File: config.mk
export PLATFORM = sky130hd
export DESIGN_NAME = ucie_stack_rx_flit_buffer_flat
export DESIGN_NICKNAME = d
export VERILOG_FILES = /design/src/rtl/ucie_stack_rx_flit_buffer_if.sv /design/src/rtl/ucie_stack_rx_flit_buffer.sv /design/src/flat_wrapper.sv
export SDC_FILE = /design/constraint.sdc
export NUM_CORES = 2
export LEC_CHECK = 0
export CAP_MARGIN = 20
export CORE_ASPECT_RATIO = 0.9
export CORE_MARGIN = 2
export CORE_UTILIZATION = 35
export DETAILED_ROUTE_END_ITERATION = 16
export PLACE_DENSITY = 0.64
export SYNTH_ARGS = -nofsm -noshare
export SYNTH_HDL_FRONTEND = slang
export SYNTH_SLANG_ARGS = --single-unit
File: constraint.sdc
create_clock -name clk -period 18.2 [get_ports clk]
set_input_delay 1.82 -clock clk [delete_from_list [all_inputs] [get_ports clk]]
set_output_delay 1.82 -clock clk [all_outputs]
set_load 0.01 [all_outputs]
File: src/rtl/ucie_stack_rx_flit_buffer_if.sv
// Flit, credit-return and control signals between the mux RX demux, the per-stack
// receive buffer and the protocol layer.
interface ucie_stack_rx_flit_buffer_if #(
  parameter int unsigned FLIT_WIDTH = 256
);
  logic [FLIT_WIDTH-1:0] in_flit;
  logic                  in_valid;
  logic                  in_ready;
  logic [FLIT_WIDTH-1:0] out_flit;
  logic                  out_valid;
  logic                  out_ready;
  logic                  credit_return_valid;
  logic [7:0]            credit_return_count;
  logic                  credit_return_ack;
  logic                  flush;
  logic [7:0]            fill_level;
  logic                  overflow_err;
  logic                  err_clear;

  modport master (
    output in_flit, in_valid, out_ready, credit_return_ack, flush, err_clear,
    input  in_ready, out_flit, out_valid, credit_return_valid, credit_return_count,
           fill_level, overflow_err
  );

  modport slave (
    input  in_flit, in_valid, out_ready, credit_return_ack, flush, err_clear,
    output in_ready, out_flit, out_valid, credit_return_valid, credit_return_count,
           fill_level, overflow_err
  );
endinterface

File: src/rtl/ucie_stack_rx_flit_buffer.sv
// Per-stack RX flit buffer: FWFT circular store, sticky overflow flag and batched
// flow-control credit return to the remote transmitter.
module ucie_stack_rx_flit_buffer #(
  parameter int unsigned FLIT_WIDTH   = 256,
  parameter int unsigned DEPTH        = 16,
  parameter int unsigned CREDIT_BATCH = 4,
  parameter int unsigned IDLE_TIMEOUT = 32
) (
  input  logic                         clk,
  input  logic                         rst_n,
  ucie_stack_rx_flit_buffer_if.slave   bus
);
  localparam int unsigned PTR_W  = (DEPTH > 1) ? $clog2(DEPTH) : 1;
  localparam int unsigned CNT_W  = PTR_W + 1;
  localparam int unsigned TMR_W  = (IDLE_TIMEOUT > 1) ? $clog2(IDLE_TIMEOUT) : 1;
  localparam int unsigned TMO_M1 = (IDLE_TIMEOUT == 0) ? 0 : IDLE_TIMEOUT - 1;

  typedef enum logic [1:0] {
    CR_IDLE   = 2'd0,
    CR_PEND   = 2'd1,
    CR_RETURN = 2'd2
  } cr_state_e;

  logic [FLIT_WIDTH-1:0] r_mem [DEPTH];
  logic [PTR_W-1:0]      r_wr_ptr, r_rd_ptr;
  logic [CNT_W-1:0]      r_count;
  logic                  r_ovf;

  cr_state_e             r_state, w_state_nxt;
  logic [7:0]            r_pending, w_pending_nxt;
  logic [7:0]            r_cr_count, w_cr_count_nxt;
  logic [TMR_W-1:0]      r_timer, w_timer_nxt;

  logic                  w_full, w_empty, w_push, w_pop;
  logic [7:0]            w_credit_in;

  assign w_full      = (r_count == CNT_W'(DEPTH));
  assign w_empty     = (r_count == '0);
  assign w_push      = bus.in_valid && bus.in_ready;
  assign w_pop       = !w_empty && bus.out_ready && !bus.flush;
  // Flushed entries are freed slots too, so they are credited like pops.
  assign w_credit_in = 8'(w_pop) + (bus.flush ? 8'(r_count) : 8'd0);

  assign bus.in_ready            = !w_full && !bus.flush;
  assign bus.out_valid           = !w_empty;
  assign bus.out_flit            = w_empty ? '0 : r_mem[r_rd_ptr];
  assign bus.fill_level          = 8'(r_count);
  assign bus.overflow_err        = r_ovf;
  assign bus.credit_return_valid = (r_state == CR_RETURN);
  assign bus.credit_return_count = (r_state == CR_RETURN) ? r_cr_count : 8'd0;

  always_ff @(posedge clk) begin
    if (w_push) r_mem[r_wr_ptr] <= bus.in_flit;
  end

  always_ff @(posedge clk or negedge rst_n) begin
    if (!rst_n) begin
      r_wr_ptr <= '0;
      r_rd_ptr <= '0;
      r_count  <= '0;
      r_ovf    <= 1'b0;
    end else begin
      if (bus.flush) begin
        r_wr_ptr <= '0;
        r_rd_ptr <= '0;
        r_count  <= '0;
      end else begin
        if (w_push) r_wr_ptr <= r_wr_ptr + PTR_W'(1);
        if (w_pop)  r_rd_ptr <= r_rd_ptr + PTR_W'(1);
        r_count <= r_count + CNT_W'(w_push) - CNT_W'(w_pop);
      end
      if (bus.err_clear)                r_ovf <= 1'b0;
      else if (bus.in_valid && w_full)  r_ovf <= 1'b1;
    end
  end

  always_ff @(posedge clk or negedge rst_n) begin
    if (!rst_n) begin
      r_state    <= CR_IDLE;
      r_pending  <= 8'd0;
      r_cr_count <= 8'd0;
      r_timer    <= '0;
    end else begin
      r_state    <= w_state_nxt;
      r_pending  <= w_pending_nxt;
      r_cr_count <= w_cr_count_nxt;
      r_timer    <= w_timer_nxt;
    end
  end

  always_comb begin
    w_state_nxt    = r_state;
    w_pending_nxt  = r_pending + w_credit_in;
    w_cr_count_nxt = r_cr_count;
    w_timer_nxt    = r_timer;
    case (r_state)
      CR_IDLE: begin
        if (w_pending_nxt != 8'd0) begin
          w_state_nxt = CR_PEND;
          w_timer_nxt = '0;
        end
      end
      CR_PEND: begin
        w_timer_nxt = r_timer + TMR_W'(1);
        if ((r_pending >= 8'(CREDIT_BATCH)) ||
            ((IDLE_TIMEOUT != 0) && (r_timer == TMR_W'(TMO_M1)))) begin
          w_state_nxt    = CR_RETURN;
          w_cr_count_nxt = r_pending;
        end
      end
      CR_RETURN: begin
        // Credits freed while the return waits for ack stay pending for the next batch.
        if (bus.credit_return_ack) begin
          w_pending_nxt  = r_pending - r_cr_count + w_credit_in;
          w_cr_count_nxt = 8'd0;
          if (w_pending_nxt != 8'd0) begin
            w_state_nxt = CR_PEND;
            w_timer_nxt = '0;
          end else begin
            w_state_nxt = CR_IDLE;
          end
        end
      end
      default: w_state_nxt = CR_IDLE;
    endcase
  end
endmodule

File: src/flat_wrapper.sv
// flat-port wrapper written by rule: the top's interface ports become plain ports
module ucie_stack_rx_flit_buffer_flat 
#(
  parameter int unsigned FLIT_WIDTH   = 256,
  parameter int unsigned DEPTH        = 16,
  parameter int unsigned CREDIT_BATCH = 4,
  parameter int unsigned IDLE_TIMEOUT = 32
)
  (clk, rst_n, bus_in_flit, bus_in_valid, bus_out_ready, bus_credit_return_ack, bus_flush, bus_err_clear, bus_in_ready, bus_out_flit, bus_out_valid, bus_credit_return_valid, bus_credit_return_count, bus_fill_level, bus_overflow_err);
  ucie_stack_rx_flit_buffer_if #(.FLIT_WIDTH(FLIT_WIDTH)) bus_i ();
  input  logic clk;
  input  logic rst_n;
  input wire logic [$bits(bus_i.in_flit)-1:0] bus_in_flit;
  input wire logic [$bits(bus_i.in_valid)-1:0] bus_in_valid;
  input wire logic [$bits(bus_i.out_ready)-1:0] bus_out_ready;
  input wire logic [$bits(bus_i.credit_return_ack)-1:0] bus_credit_return_ack;
  input wire logic [$bits(bus_i.flush)-1:0] bus_flush;
  input wire logic [$bits(bus_i.err_clear)-1:0] bus_err_clear;
  output wire logic [$bits(bus_i.in_ready)-1:0] bus_in_ready;
  output wire logic [$bits(bus_i.out_flit)-1:0] bus_out_flit;
  output wire logic [$bits(bus_i.out_valid)-1:0] bus_out_valid;
  output wire logic [$bits(bus_i.credit_return_valid)-1:0] bus_credit_return_valid;
  output wire logic [$bits(bus_i.credit_return_count)-1:0] bus_credit_return_count;
  output wire logic [$bits(bus_i.fill_level)-1:0] bus_fill_level;
  output wire logic [$bits(bus_i.overflow_err)-1:0] bus_overflow_err;
  assign bus_i.in_flit = bus_in_flit;
  assign bus_i.in_valid = bus_in_valid;
  assign bus_i.out_ready = bus_out_ready;
  assign bus_i.credit_return_ack = bus_credit_return_ack;
  assign bus_i.flush = bus_flush;
  assign bus_i.err_clear = bus_err_clear;
  assign bus_in_ready = bus_i.in_ready;
  assign bus_out_flit = bus_i.out_flit;
  assign bus_out_valid = bus_i.out_valid;
  assign bus_credit_return_valid = bus_i.credit_return_valid;
  assign bus_credit_return_count = bus_i.credit_return_count;
  assign bus_fill_level = bus_i.fill_level;
  assign bus_overflow_err = bus_i.overflow_err;
  ucie_stack_rx_flit_buffer #(.FLIT_WIDTH(FLIT_WIDTH), .DEPTH(DEPTH), .CREDIT_BATCH(CREDIT_BATCH), .IDLE_TIMEOUT(IDLE_TIMEOUT)) u_core (.clk(clk), .rst_n(rst_n), .bus(bus_i));
endmodule
# --- After elaboration in Yosys (flattened, before gate mapping) ---
# Memories as Yosys holds them, arrays and structs flattened.
# Index checks and enable logic that the tools add are counted.
word_totals:
  regBits: 37
  n_memories: 1
  out_inout_bits: 276
  rom_bits: 0
  word_cells: 74
  input_bits: 263
  ram_bits: 4096
  latchBits: 0
mem_list:
  columns: ["name", "words", "width", "read_ports", "rd_ports_with_merged_regs", "wr", "line", "rtl"]
  rows:
  - ["u_core.r_mem", 16, 256, 1, 0, 1, "ucie_stack_rx_flit_buffer.sv:24", "logic [FLIT_WIDTH-1:0] r_mem [DEPTH];"]
op_classes:
  reduce_logical: 21
  order_cmp: 1
  n_bitwise: 0
  muxes: 26
  n_div: 0
  shift: 0
  multipliers: 0
  eq_ne: 8
  addsub: 9
op_table:
  columns: ["op", "count"]
  rows:
  - ["$mux W256", 1]
  - ["$mux W8", 5]
  - ["$mux W5", 5]
  - ["$add A8 B8 Y8", 2]
  - ["$mux W4", 4]
  - ["$pmux W8 S2", 1]
  - ["$reduce_bool A8 Y1", 2]
  - ["$pmux W5 S3", 1]
  - ["$eq A5 B5 Y1 const B", 2]
  - ["$add A1 B8 Y8", 1]
  - ["$add A4 B1 Y4 const B", 2]
  - ["$ge A8 B3 Y1 const B", 1]
  - ["$reduce_bool A2 Y1", 4]
  - ["$sub A8 B8 Y8", 1]
  - ["$mux W2", 3]
  - ["$ne A2 B1 Y1 const B", 3]
  - ["$pmux W2 S3", 1]
  - ["$reduce_and A3 Y1", 2]
  - ["$add A5 B1 Y5", 1]
  - ["$add A5 B1 Y5 const B", 1]
  - ["$logic_and A1 B1 Y1", 5]
  - ["$logic_not A5 Y1", 1]
  - ["$mux W1", 5]
  - ["$sub A5 B1 Y5", 1]
  - ["8 further kinds", 10]

# --- Logic depth before layout (Yosys ltp) ---
depth:
  word_depth: 10
  mapped_depth: 16
  ltp_nobuf: 16

# --- Worst setup path after synthesis ---
# OpenSTA, ideal clock, no wires.
synth_path:
  kind: "input -> register"
  from: "in bus_flush"
  to: "mem u_core.r_mem[3][0] (enable)"
  required_time_ps: 17014
  n_path_buf: 1
  arrival_time_ps: 19802
  setup_ps: 1186
  stages: 5
  slack_ps: -2788
  path_cell_list: "nor2_1 > and2_1 > clkbuf_1 > nand2_1 > nor3_1"
synth_between:
  elab_chain_cells: 5
synth_rtl:
  columns: ["item", "line", "rtl"]
  rows:
  - ["from (decl)", "flat_wrapper.sv:17", "input wire logic [$bits(bus_i.flush)-1:0] bus_flush;"]
  - ["$logic_not A1 Y1", "ucie_stack_rx_flit_buffer.sv:44", "assign bus.in_ready = !w_full && !bus.flush;"]
  - ["$logic_and A1 B1 Y1", "ucie_stack_rx_flit_buffer.sv:44", null]
  - ["$logic_and A1 B1 Y1", "ucie_stack_rx_flit_buffer.sv:39", "assign w_push = bus.in_valid && bus.in_ready;"]
  - ["$mux W1", "ucie_stack_rx_flit_buffer.sv:53", "if (w_push) r_mem[r_wr_ptr] <= bus.in_flit;"]
  - ["$mux W1 (not written as such)", "ucie_stack_rx_flit_buffer.sv:53", null]
  - ["to (decl)", "ucie_stack_rx_flit_buffer.sv:24", null]
# Every way passes these cells.

# --- Final worst setup path ---
layout_path:
  from: "reg u_core.r_rd_ptr[1]"
  to: "out bus_out_flit[213]"
layout_between:
  elab_chain_cells: 2
layout_rtl:
  columns: ["item", "line", "rtl"]
  rows:
  - ["from (decl)", "ucie_stack_rx_flit_buffer.sv:25", "logic [PTR_W-1:0] r_wr_ptr, r_rd_ptr;"]
  - ["from (signal assigned)", "ucie_stack_rx_flit_buffer.sv:69", "if (w_pop) r_rd_ptr <= r_rd_ptr + PTR_W'(1);"]
  - ["$mem_v2 Z16 W256", null, null]
  - ["$mux W256", "ucie_stack_rx_flit_buffer.sv:46", "assign bus.out_flit = w_empty ? '0 : r_mem[r_rd_ptr];"]
  - ["to (decl)", "flat_wrapper.sv:20", "output wire logic [$bits(bus_i.out_flit)-1:0] bus_out_flit;"]
# Every way passes these cells.

==> qor.csv <==
metric,value,unit
start_util,35.2,%
grt-ovfl-total,0,
synthTopCellsByArea,"edfxtp_1 (78%), mux4_2 (18%), and2_1 (1.0%)",
avgSynthCellArea,25.2,um^2
finalCriticalPeriod,8.75,ns
worstSetupEndpoint,bus_out_flit[213],
r2r_setup_slack,12.89,ns
startpoint,u_core.r_rd_ptr[1],
io_pins,539,
maxSlewViolCount,0,
coreArea,0.448,mm^2
regToRegEndpoint,u_core.r_mem[2][210],
synth_top_area_cell,edfxtp_1,
slew_headroom,24.6,%
synthesis.area,0.158,mm^2
die-area,0.456,mm^2
grt_pass1_vias,73491,
wire_per_inst,28.2,um
synth-simple-area-share,1.36,%
fin_ws,9.45,ns
regArea,0.124,mm^2
h-tree-depth,5,
synthTopCellsByCount,"edfxtp_1 (4096), mux4_2 (1280), and2_1 (263)",
grt_setup_unrepaired,no,
powerDensity,134,mW/mm^2
cp_cell_sequence,buf_12 -> buf_4 -> buf_4 -> buf_12 -> mux4_2 -> mux4_2 -> and2_1 -> clkdlybuf4s50_1,
synthMuxAreaShare,18.3,%
layout.nets,7324,
cts-resized-gates,0,
ys_seq_area_share,78.6,%
cpPeakStageDelay,0.91,ns
cp_max_fo,140,
hold_violations,0,
min_period_over_period,48.1,%
tns,0,ns
ys_ff_latch,4133,
drv_cap,0,
via_count,71042,
synthXorXnorAreaFrac,0.111,%
antenna_found_initial,96,
synth-edff-count,4096,
drc_errors,0,
areaGrowthSynthToFinish,16.6,%
setup_viol,0,
reg2regPathDepth,10,
cts_hold_buf,0,
ys.flop_type,edfxtp_1,
wl,378000,um
insertion_delay,0.99,ns
drtAntennaViolNets,0,
synthAdderAreaFrac,0.332,%
die_w,711,um
synth-warning-count,0,
multi_input_comb_area,0.0323,mm^2
std_cell_rows,233,
peakVddDrop,0.000130,V
skew,0.0833,ns
yosysTopAreaCellShare,78.0,%
globalRouteTotalUtil,16.2,%
post_cts_buffers,0,
leakagePower,54.9,nW
layout-drive-gt1-share,27.5,%
dieHeight,641,um
worstSetupPathType,reg2out,
syn_inst,6262,
yosys.cell_types.count,44,
cts_buffers,405,
critical-path-slowest-cell,dfrtp_4,
critPathRequiredTime,16.38,ns
synth.most_common_cell,edfxtp_1,
io_buffers,535,
path_clk_slew,0.06,ns
synth_compound_area_share,0.258,%
synth_top_family_by_area,multiplexers,
fmax,0.114,GHz
hold_class,reg2reg,
cts_tree,done,
final_util,41.0,%
critPathLaunchType,flip-flop,
grt_first_pass_wirelength,536000,um
cp-end-kind,output pin,
clock_sinks,4133,
crit_arrival,6.93,ns
tightest_slew,1.13,ns
status,completed,
dpl.hpwl,192000,um
cts_buffer_depth,4,
drtPass1Iterations,5,
drtIter0Drc,7633,
r2r_start,u_core.r_count[2],
cts_root_buffer,clkbuf_16,
ys_async_sr_fraction,0.895,%
fillers,38281,
gp_congestion,0.752,
grt_max_degree,163,
via_per_inst,5.30,
post-place-ws,10.47,ns
## layout make-up
type | count | share of cell area, %
Inverter | 26 | 0.0531
Sequential cell | 4133 | 67.4
Clock buffer | 481 | 5.67
Tap cell | 5992 | 4.08
Timing Repair Buffer | 677 | 3.69
Clock inverter | 270 | 1.46
Antenna cell | 52 | 0.0708
Multi-Input combinational cell | 1781 | 17.6
## layout by cell type (no fill, tap or decap), types with 14 or more instances in the layout
cell type        netlist  final
a21oi_1               17     17
and2_1               263    263
buf_12                 0     29
buf_4                  3    113
bufinv_16              0     34
clkbuf_1             187     76
clkbuf_16              0    405
clkdlybuf4s50_1        0    535
clkinv_1               0     97
clkinv_16              0     16
clkinv_2               0     89
dfrtp_1               37     33
diode_2                0     52
edfxtp_1            4096   4096
ha_1                  29     29
inv_1                 26     26
mux4_2              1280   1280
nand2_1               30     30
nor2_1                34     22
o21ai_0               18     18
xnor2_1               14     14
## power breakdown
| part | switching [mW] | total [mW] | internal, mW |
|---|---|---|---|
| clock network | 3.62 | 8.23 | 4.61 |
| logic | 2.73 | 5.66 | 2.93 |
| registers | 0.0975 | 10.8 | 10.7 |
| total | 6.45 | 24.6 | 18.2 |
## flip-flops by register name, summed over array words and instances, names as in the netlist
signal	count
u_core.r_rd_ptr	4
u_core.r_state	2
u_core.r_timer	5
u_core.r_wr_ptr	4
u_core.r_count	5
u_core.r_pending	8
u_core.bus.overflow_err	1
u_core.r_mem	4096
u_core.r_cr_count	8
## cell families (layout without fill, tap and decap cells)
kind of cell    Yosys count  count (layout)
other cells               2              58
mux                    1283            1283
fa+ha+maj                37              37
simple gates            371             371
compound gates           64              64
flops                  4133            4133
xor+xnor                 20              20
buf+inv                 352            1454
## worst min-delay path by stage
| stage | from | to | slack, ns | depth (start not counted) |
|---|---|---|---|---|
| floorplan | u_core.r_cr_count[3] | u_core.r_cr_count[3] | 0.47 | 2 |
| global placement | u_core.bus.overflow_err | u_core.bus.overflow_err | 0.48 | 2 |
| finish | u_core.r_timer[4] | u_core.r_timer[4] | 0.50 | 1 |
| global route | u_core.r_cr_count[6] | u_core.r_cr_count[6] | 0.55 | 2 |
| CTS | u_core.r_cr_count[6] | u_core.r_cr_count[6] | 0.51 | 2 |
| detailed placement | u_core.r_cr_count[2] | u_core.r_cr_count[2] | 0.49 | 2 |
## worst max-delay path, delay by kind of cell (launching register included)
kind                   cells  cell delay [ns]
buffers and inverters      5             3.43
DFF                        1             0.91
muxes                      2             0.96
and+or+nand+nor            1             0.20
## per-stage QoR
| stage | cells | power (mW) | cell area (um^2) | hold WS, ns |
|---|---|---|---|---|
| after global routing | 13390 | 25.6 | 184000 | 0.551 |
| final | 13412 | 24.6 | 184000 | 0.503 |
| after CTS | 13359 | 25.0 | 184000 | 0.509 |
| after detailed placement | 12608 | 16.7 | 171000 | 0.492 |
| after floorplan | 6266 | 14.6 | 158000 | 0.467 |
| after global placement | 12608 | 16.6 | 171000 | 0.477 |
## layer usage
layer  wire length [um]  share of wire [%]  global-route usage (%)
met1             150000                 40                    21.3
met4               9870                2.6                    4.81
met3              28100                7.4                    3.21
met5                336              0.089                       0
met2             190000                 50                    27.3
Note: power is estimated with default switching activity, not from simulation.
